## config.mk

```make
export PLATFORM = sky130hd
export DESIGN_NAME = prime_scan_ctrl
export DESIGN_NICKNAME = d
export VERILOG_FILES = /design/src/rtl/prime_scan_ctrl.sv
export SDC_FILE = /design/constraint.sdc
export NUM_CORES = 1
export LEC_CHECK = 0
export ABC_AREA = 0
export ABC_CLOCK_PERIOD_IN_PS = 1520
export CORE_UTILIZATION = 35
export DETAILED_ROUTE_END_ITERATION = 6
export GPL_TIMING_DRIVEN = 0
export SETUP_SLACK_MARGIN = 0.02
export SLEW_MARGIN = 20
export SYNTH_ARGS = -nofsm -noshare
export SYNTH_HDL_FRONTEND = slang
export SYNTH_SLANG_ARGS = --single-unit
export TNS_END_PERCENT = 30
```

## constraint.sdc

```tcl
create_clock -name clk -period 1.52 [get_ports clk]
set_input_delay 0.228 -clock clk [delete_from_list [all_inputs] [get_ports clk]]
set_output_delay 0.228 -clock clk [all_outputs]
set_load 0.01 [all_outputs]
```

## src/rtl/prime_scan_ctrl.sv

```systemverilog
// prime_scan_ctrl: sweeps a 4-bit range through the external prime/multiple indicator and counts flag hits.
module prime_scan_ctrl #(
  parameter int CNT_W = 5
) (
  input  logic               clk,
  input  logic               reset_n,
  input  logic               start,
  input  logic [3:0]         lo,
  input  logic [3:0]         hi,
  output logic [3:0]         cls_in,
  input  logic               cls_prime,
  input  logic [4:0]         cls_mul,
  output logic               busy,
  output logic               done,
  output logic [CNT_W-1:0]   prime_cnt,
  output logic [5*CNT_W-1:0] mul_cnt
);
  typedef enum logic [1:0] {IDLE, SCAN, DONE} state_t;
  state_t state, state_nx;
  logic [3:0] hi_q;
  logic accept, last;
  // A start in DONE is honoured like one in IDLE, which gives back-to-back sweeps.
  assign accept = start && (state != SCAN);
  assign last = cls_in == hi_q;
  always_ff @(posedge clk)
    state <= !reset_n ? IDLE : state_nx;
  always_comb
    state_nx = accept ? SCAN : state == SCAN ? (last ? DONE : SCAN) : IDLE;
  always_comb begin
    busy = state == SCAN;
    done = state == DONE;
  end
  always_ff @(posedge clk) begin
    if (!reset_n) begin
      cls_in    <= '0;
      hi_q      <= '0;
      prime_cnt <= '0;
      mul_cnt   <= '0;
    end else if (accept) begin
      cls_in    <= lo;
      hi_q      <= hi;
      prime_cnt <= '0;
      mul_cnt   <= '0;
    end else if (state == SCAN) begin
      prime_cnt <= prime_cnt + CNT_W'(cls_prime);
      for (int k = 0; k < 5; k++)
        mul_cnt[CNT_W*k +: CNT_W] <= mul_cnt[CNT_W*k +: CNT_W] + CNT_W'(cls_mul[k]);
      if (!last) cls_in <= cls_in + 4'd1;
    end
  end
endmodule
```

==> results.toml, run 1 <==
[setup_path]
r2r-start = "cls_in[1]"
r2r_end = "cls_in[2]"
critPathRequiredTime_ns = 1.70
reg2regPathDepth = 4
path_max_fanout = 8
worstPathCellList = "xor2_1, nor4_4, or3b_2, o2111a_1"
path_class = "flip-flop to flip-flop"
start_kind = "flip-flop"
cp-end-kind = "flip-flop"
cp_slowest_cell = "or3b_2"
rrSetupSlack_ns = 0.05
arrival_ns = 1.65
cpPeakStageDelay_ns = 0.47

[floorplanning]
fp.dieW_um = 73.2
start_util = 0.371
rows = 25
coreArea_um2 = 4790
design.portCount = 53
die_area_um2 = 5360
die_h_um = 73.2

[clock_network]
clock_latency_ns = 0.30
clk_pin_slew_worst_paths_ns = 0.07
clk_path_buf_depth = 2
cts_root_buffer = "clkbuf_8"
cts_tree = "done"
h-tree-depth = 2
hold_buffers = 0
cts_sinks = 40
cts_buffers = 5

[routing]
met1_length_mm = 1.94
ant_nets = 0
finalWirelength_mm = 4.06
wire_per_inst_um = 12.2
drc = 0
wl_met2_mm = 1.89
wl_met3_um = 145
drt_iter0_drc = 51
drtPass1Iterations = 4
vias_per_cell = 4.69
routed.top_layer = "met4"
vias = 1556

[place]
place_congestion = 0.735
portBuffers = 52
hpwl_mm = 2.86
dpl-instance-area_um2 = 2380
place_ws_ns = -0.496
dpl.cell_count = 319

[synthesis]
async_reset_ff_frac = 0
yosys_warnings = 0
ys_seq_area_frac = 0.451
synth-edff-count = 0
avgSynthCellArea_um2 = 8.87
synth_top_area_share = 0.451
synth_area_um2 = 1770
synth_cells = 200
synth_fp_nets = 230
ys_top_cells_by_area = "dfxtp_1, xor2_1, ha_1, nand2_1, a21oi_1"
synth_seq_cells = 40
ys_types = 28
yosysTopAreaCell = "dfxtp_1"
ys.flop_type = "dfxtp_1"

[global_routing]
grt_usage = 0.163
grt_max_degree = 13
grt_pass1_vias = 1400
antenna_found_initial = 0
grt_pass1_wl_mm = 6.56
grt_remaining_overflow = 0

[sta]
worstMarginPinSlew_ns = 0.461
min_period_over_period = 0.965
fin_crit_ns = 1.47
slew_viol_final = 0
fin_skew_ns = 0.00815
hold_violations = 0
max_slew_margin = 0.693
rsz0062_at_grt = "true"
finalWorstSetupSlack_ns = 0.0538
holdWs_ns = 0.466
fmax_mhz = 682
finalSetupTns_ns = 0
finalSetupViolations = 0

[final_layout]
nets = 294
fin_util = 0.547
multi_input_area_um2 = 927
final_cell_area_um2 = 2620
stdcell_count = 332
ff_latch_area_um2 = 816
fill_cells = 468
final_layout_size_suffix_gt1_frac = 0.147
antenna_cells = 0
most-common-layout-cells = "nand2_1, clkdlybuf4s50_1, dfxtp_1"
areaGrowthSynthToFinish_pct = 47.5

[worst_hold_path]
hp-class = "flip-flop to flip-flop"
hold_depth = 2
min_to = "hi_q[1]"
hold_start = "hi_q[1]"

[pwr]
ir_drop_mv = 0.543
leakage_nw = 1.17
p_per_area_nw_per_um2 = 959
power_mw = 2.51

[flow_run]
drv_cap = 0

[status]
status = "finished, final reports clean"
## sequential cells by signal, indices dropped and copies added (netlist names)
register,count
hi_q,4
cls_in,4
prime_cnt,5
state,2
mul_cnt,25
## logic make-up (layout without fill, tap and decap cells)
family | after synthesis | in the layout | share of synthesized area
XOR/XNOR | 22 | 22 | 0.109
buffers and inverters | 12 | 77 | 0.0303
adder cells (fa/ha/maj) | 13 | 13 | 0.0917
AO/OA/AOI/OAI | 27 | 27 | 0.0846
AND/OR/NAND/NOR | 84 | 84 | 0.221
flip-flops | 40 | 40 | 0.451
multiplexers | 2 | 2 | 0.0120
## repair_timing
item,in CTS,in global routing
gates resized for setup,24,18
endpoints found under the setup margin,41,20
setup buffers,1,3
pin swaps,0,1
cloned,0,1
## critical path: cells and delay by family, from the launching register on
family | cells | cell delay [ns]
compound gates | 1 | 0.14
simple gates | 2 | 0.58
xor+xnor | 1 | 0.25
flops | 1 | 0.39
## synth_stat cells, types with 2 or more instances
library cell  number
a21oi_1           20
buf_2              4
clkbuf_1           5
dfxtp_1           40
ha_1              13
inv_1              2
nand2_1           41
nand3_1            3
nand4_1           12
nor2_1            19
o21ai_0            3
xor2_1            22
## report_power, final
group / internal, mW / leakage (nW) / switching, mW
sequential: 1.09 / 0.329 / 0.0388
combinational: 0.218 / 0.781 / 0.220
clock: 0.579 / 0.0645 / 0.368
total: 1.88 / 1.17 / 0.626
## worst max-delay path by stage
stage | from | to | depth (start not counted)
floorplan | cls_in[0] | cls_in[2] | 4
global placement | state[1] | busy | 6
detailed placement | state[1] | busy | 6
CTS | state[1] | busy | 6
global route | cls_in[1] | cls_in[3] | 4
finish | cls_in[1] | cls_in[2] | 4
## per-layer routing
metal	vias up	GRT usage
met5	-	0
met4	0	0.0828
met3	8	0.0359
met2	29	0.247
met1	714	0.217
li1	805	-
## cell type report
cell class / count / share of cell area
multi-input combinational: 148 / 0.354
sequential: 40 / 0.312
timing repair buffer: 57 / 0.220
clock buffer: 7 / 0.0368
tap: 67 / 0.0320
buffer: 10 / 0.0301
clock inverter: 1 / 0.0115
inverter: 2 / 0.00383
Note: power is estimated with default switching activity, not from simulation.
==> run 2: changes to the inputs <==
--- a/config.mk
+++ b/config.mk
@@ -6,7 +6,7 @@
 export NUM_CORES = 1
 export LEC_CHECK = 0
 export ABC_AREA = 0
-export ABC_CLOCK_PERIOD_IN_PS = 1520
+export ABC_CLOCK_PERIOD_IN_PS = 1800
 export CORE_UTILIZATION = 35
 export DETAILED_ROUTE_END_ITERATION = 6
 export GPL_TIMING_DRIVEN = 0
==> constraint.sdc (replaced) <==
create_clock -name clk -period 1.8 [get_ports clk]
set_input_delay 0.27 -clock clk [delete_from_list [all_inputs] [get_ports clk]]
set_output_delay 0.27 -clock clk [all_outputs]
set_load 0.01 [all_outputs]
==> run 2 against run 1 <==
Compared with the run above: global-route usage fell by 0.18 points; first-iteration DRC count rose by 9.8%; setup slack improved by 0.091 ns; count of clock-buffer cells in the layout did not move; die area did not move; worst hold slack barely moved; via count fell by 1.5%; critical path depth fell by 3; power fell by 17%; critical path type is now flip-flop to primary output.
==> results.toml, run 2 (synthesized netlist as in run 1, its figures left out) <==
[status]
status = "finished, final reports clean"

[setup_path]
path_class = "flip-flop to primary output"
start_kind = "flip-flop"
cp_num_buf_inv = 1
cp_slowest_cell = "clkdlybuf4s50_1"
cpPeakStageDelay_ns = 0.59
path_delay_family = "buffers and inverters"
worstPathCellList = "clkdlybuf4s50_1"
path_max_fanout = 7
cp-end-kind = "primary output"
arrival_ns = 1.39
critPathRequiredTime_ns = 1.53
path_depth = 1
reg2regPathDepth = 4

[routing]
wire_per_inst_um = 12.0
finalWirelength_mm = 3.95
drt_iter0_drc = 56
drtPass1Iterations = 5
ant_nets = 0
vias_per_cell = 4.67
vias = 1533
drc = 0

[global_routing]
grt_remaining_overflow = 0
grt_pass1_vias = 1393
grt_max_degree = 13
grt_pass1_wl_mm = 6.49
grt_usage = 0.161
antenna_found_initial = 0

[sta]
finalSetupViolations = 0
min_period_over_period = 0.920
fin_skew_ns = 0.00962
worstMarginPinSlew_ns = 0.493
max_slew_margin = 0.672
fmax_mhz = 604
slew_viol_final = 0
finalWorstSetupSlack_ns = 0.145
fin_crit_ns = 1.66
holdWs_ns = 0.466
rsz0062_at_grt = "false"
hold_violations = 0

[place]
place_congestion = 0.735
portBuffers = 52
hpwl_mm = 2.86
dpl.cell_count = 319
place_ws_ns = -0.258

[floorplanning]
design.portCount = 53
die_area_um2 = 5360
start_util = 0.371
rows = 25
coreArea_um2 = 4790
fp.dieW_um = 73.2
die_h_um = 73.2

[clock_network]
cts_root_buffer = "clkbuf_8"
h-tree-depth = 2
cts_buffers = 5
hold_buffers = 0
cts_tree = "done"
cts_sinks = 40
clk_pin_slew_worst_paths_ns = 0.08
clock_latency_ns = 0.30
clk_path_buf_depth = 2

[final_layout]
antenna_cells = 0
final_layout_size_suffix_gt1_frac = 0.0805
top_regs = "mul_cnt (25), prime_cnt (5)"
regMostFlops = "mul_cnt"
fin_util = 0.527
nets = 290
fill_cells = 476
layout_commonest_cell = "clkdlybuf4s50_1"
areaGrowthSynthToFinish_pct = 42.2
stdcell_count = 328
most-common-layout-cells = "clkdlybuf4s50_1, nand2_1, dfxtp_1"
largest_reg_flops = 25

[worst_hold_path]
hold_depth = 2
hp-class = "flip-flop to flip-flop"

[pwr]
p_per_area_nw_per_um2 = 825
leakage_nw = 0.977
ir_drop_mv = 0.466

[flow_run]
drv_cap = 0
-- run 2: cell types whose count changed in the layout (fill, tap and decap cells not counted), moves of 2 or more --
cell,change
buf_6,-2
dfxtp_1,+10
clkbuf_2,-3
dlymetal6s2s_1,-8
clkbuf_1,+3
buf_4,-2
dlygate4sd2_1,-2
clkdlybuf4s50_1,+10
dfxtp_2,-9
-- run 2: stage by stage --
step	TNS, ns	area [um2]	power (mW)
after detailed placement	-2.56	2380	1.29
after global placement	-2.04	2380	1.29
after floorplan	0	1770	1.15
final	0	2520	2.08
after global routing	0	2520	2.17
after CTS	0	2530	2.11
-- run 2: power by group --
part	switching, mW	internal (mW)
combinational	0.175	0.157
sequential	0.0317	0.915
clock	0.313	0.489
-- run 2: area by class of cell --
class / instances / area, um2 / share of cell area
clock inverter: 1 / 30.0 / 0.0119
clock buffer: 7 / 96.3 / 0.0382
tap: 67 / 83.8 / 0.0332
buffer: 10 / 61.3 / 0.0243
inverter: 2 / 7.51 / 0.00298
timing repair buffer: 53 / 523 / 0.207
multi-input combinational: 148 / 920 / 0.365
sequential: 40 / 801 / 0.317
-- run 2: routing by layer --
| layer | track usage | share of wire | vias to the layer above |
|---|---|---|---|
| met5 | 0 | 0 | - |
| met4 | 0.0828 | 0.021 | 0 |
| met3 | 0.0359 | 0.041 | 8 |
| met2 | 0.247 | 0.46 | 35 |
| met1 | 0.212 | 0.47 | 694 |
| li1 | - | - | 796 |
-- run 2: final timing paths --
| check | startpoint | to | slack (ns) |
|---|---|---|---|
| max | cls_in[0] | cls_in[0] | 0.14 |
| min reg2reg | hi_q[1] | hi_q[1] | 0.47 |
| max reg2reg | cls_in[0] | cls_in[2] | 0.22 |
| min | hi_q[1] | hi_q[1] | 0.47 |
-- run 2: worst reg2reg max path, cell delays in order (launching register included) --
cell and delay (ns):
dfxtp_1 0.49, xor2_1 0.26, nor4_4 0.10, or3b_2 0.47
o2111a_1 0.14
-- run 2: what timing repair did --
action / CTS / global route
resized for setup: 8 / 2
endpoints found under the setup margin: 1 / 1
buffers inserted: 1 / 0
==> run 3: changes to the inputs <==
--- a/config.mk
+++ b/config.mk
@@ -6,10 +6,11 @@
 export NUM_CORES = 1
 export LEC_CHECK = 0
 export ABC_AREA = 0
-export ABC_CLOCK_PERIOD_IN_PS = 1800
+export CORE_MARGIN = 8
 export CORE_UTILIZATION = 35
 export DETAILED_ROUTE_END_ITERATION = 6
 export GPL_TIMING_DRIVEN = 0
+export MAX_ROUTING_LAYER = met4
 export SETUP_SLACK_MARGIN = 0.02
 export SLEW_MARGIN = 20
 export SYNTH_ARGS = -nofsm -noshare
==> run 3 against run 2 <==
Compared with the run above: worst hold slack improved by 0.0067 ns; die area rose by 42%; non-clock buffer count did not move; wire length rose by 6.1%; clock skew fell by 0.0037 ns; highest routed layer unchanged; combinational power rose by 1%; sequential power barely moved; via count fell by 1.3%; global-route usage fell by 4.5 points; largest cell class unchanged.
==> results.toml, run 3 (synthesized netlist as in run 1, its figures left out) <==
[final_layout]
fill_cells = 512
most-common-layout-cells = "clkdlybuf4s50_1, nand2_1, dfxtp_1"
regMostFlops = "mul_cnt"
ff_latch_area_um2 = 801
nets = 290
antenna_cells = 0
top_regs = "mul_cnt (25), prime_cnt (5)"
multi_input_area_um2 = 920
areaGrowthSynthToFinish_pct = 42.7
final_layout_size_suffix_gt1_frac = 0.0805
layout_commonest_cell = "clkdlybuf4s50_1"
largest_reg_flops = 25

[setup_path]
cpMostUsedCell = "buf_6"
path_max_fanout = 10
critPathRequiredTime_ns = 1.53
cp_slowest_cell = "dfxtp_1"
cpPeakStageDelay_ns = 0.31
start_kind = "flip-flop"
path_class = "flip-flop to primary output"
arrival_ns = 1.43
cp-end-kind = "primary output"
worstPathCellList = "nand2b_1, clkbuf_4, inv_2, buf_6, buf_6, clkdlybuf4s15_2"

[place]
portBuffers = 52
hpwl_mm = 3.14
place_congestion = 0.771
place_ws_ns = -0.263

[sta]
slew_viol_final = 0
max_slew_margin = 0.662
hold_violations = 0
fin_skew_ns = 0.00595
fmax_mhz = 587
rsz0062_at_grt = "false"
fin_crit_ns = 1.70
worstMarginPinSlew_ns = 0.507
finalWorstSetupSlack_ns = 0.0976
finalSetupViolations = 0
min_period_over_period = 0.946

[global_routing]
grt_pass1_vias = 1416
grt_remaining_overflow = 0
antenna_found_initial = 0
grt_pass1_wl_mm = 6.76
grt_usage = 0.116
grt_max_degree = 13

[floorplanning]
fp.dieW_um = 87.2
die_area_um2 = 7600
die_h_um = 87.2
rows = 26
start_util = 0.354
coreArea_um2 = 5010
design.portCount = 53

[clock_network]
cts_buffers = 5
clock_latency_ns = 0.28
h-tree-depth = 2
cts_root_buffer = "clkbuf_8"
cts_tree = "done"
clk_pin_slew_worst_paths_ns = 0.07
clk_path_buf_depth = 2
hold_buffers = 0
cts_sinks = 40

[pwr]
p_int_mw = 1.56
ir_drop_mv = 0.460
p_per_area_nw_per_um2 = 820
sequentialPowerShare = 0.456
leakage_nw = 0.977
swShare = 0.247
pwr-share-clk = 0.382
power.switching_mw = 0.514
share_comb_of_total_power = 0.162
power_mw = 2.08

[status]
status = "finished, final reports clean"

[routing]
drtPass1Iterations = 4
vias = 1513
ant_nets = 0
wire_per_inst_um = 12.7
finalWirelength_mm = 4.19
vias_per_cell = 4.57
drc = 0
drt_iter0_drc = 39

[flow_run]
drv_cap = 0

[worst_hold_path]
hp-class = "flip-flop to flip-flop"
[run 3: cell count changes in the layout (fill, tap and decap cells not counted), sizes merged]
cell	delta
buf	-2
clkbuf	+1
clkdlybuf4s15	+1
[run 3: final timing paths]
path / slack (ns) / startpoint / end / depth (start not counted)
setup / recovery: 0.1 / state[1] / busy / 6
setup reg to reg: 0.23 / cls_in[0] / cls_in[2] / 4
hold / removal: 0.47 / hi_q[2] / hi_q[2] / 2
hold reg to reg: 0.47 / hi_q[2] / hi_q[2] / 2
[run 3: power by group through the flow]
| stage | registers (mW) | clock network [mW] | logic (mW) |
|---|---|---|---|
| floorplan | 0.969 | 0 | 0.180 |
| global placement | 0.967 | 0 | 0.328 |
| detailed placement | 0.968 | 0 | 0.328 |
| CTS | 0.947 | 0.813 | 0.342 |
| global route | 0.952 | 0.855 | 0.374 |
| finish | 0.946 | 0.793 | 0.337 |
[run 3: metrics by stage]
step / area, um2 / utilization / setup TNS, ns / hold slack [ns] / cells
after floorplan: 1770 / - / 0 / 0.406 / 200
after global placement: 2380 / 0.476 / -1.97 / 0.458 / 322
after detailed placement: 2380 / 0.476 / -1.65 / 0.468 / 322
after CTS: 2530 / 0.505 / 0 / 0.479 / 331
after global routing: 2530 / 0.505 / 0 / 0.495 / 331
final: 2530 / 0.505 / 0 / 0.473 / 331
[run 3: repair_timing]
action / in CTS / in global routing
pin swaps: 0 / 0
endpoints found under the setup margin: 1 / 1
hold endpoints to repair: 0 / 0
buffers inserted: 1 / 0
gates resized for setup: 7 / 2
[run 3: area by class of cell]
cell class | count | share of cell area
Timing Repair Buffer | 53 | 0.209
Inverter | 2 | 0.00296
Buffer | 10 | 0.0242
Clock buffer | 7 | 0.0380
Tap cell | 70 | 0.0346
Clock inverter | 1 | 0.0119
Multi-Input combinational cell | 148 | 0.363
Sequential cell | 40 | 0.316
[run 3: metal layers]
| layer | up-vias | share of wire | GRT usage |
|---|---|---|---|
| li1 | 796 | - | - |
| met1 | 679 | 0.46 | 0.136 |
| met2 | 33 | 0.47 | 0.183 |
| met3 | 5 | 0.051 | 0.0302 |
| met4 | 0 | 0.014 | 0.0516 |
| met5 | - | 0 | - |
[run 3: critical path, delay by kind of cell (launching register included)]
| family | cells | cell delay [ns] |
|---|---|---|
| buf+inv | 5 | 0.71 |
| simple gates | 1 | 0.13 |
| flops | 1 | 0.31 |
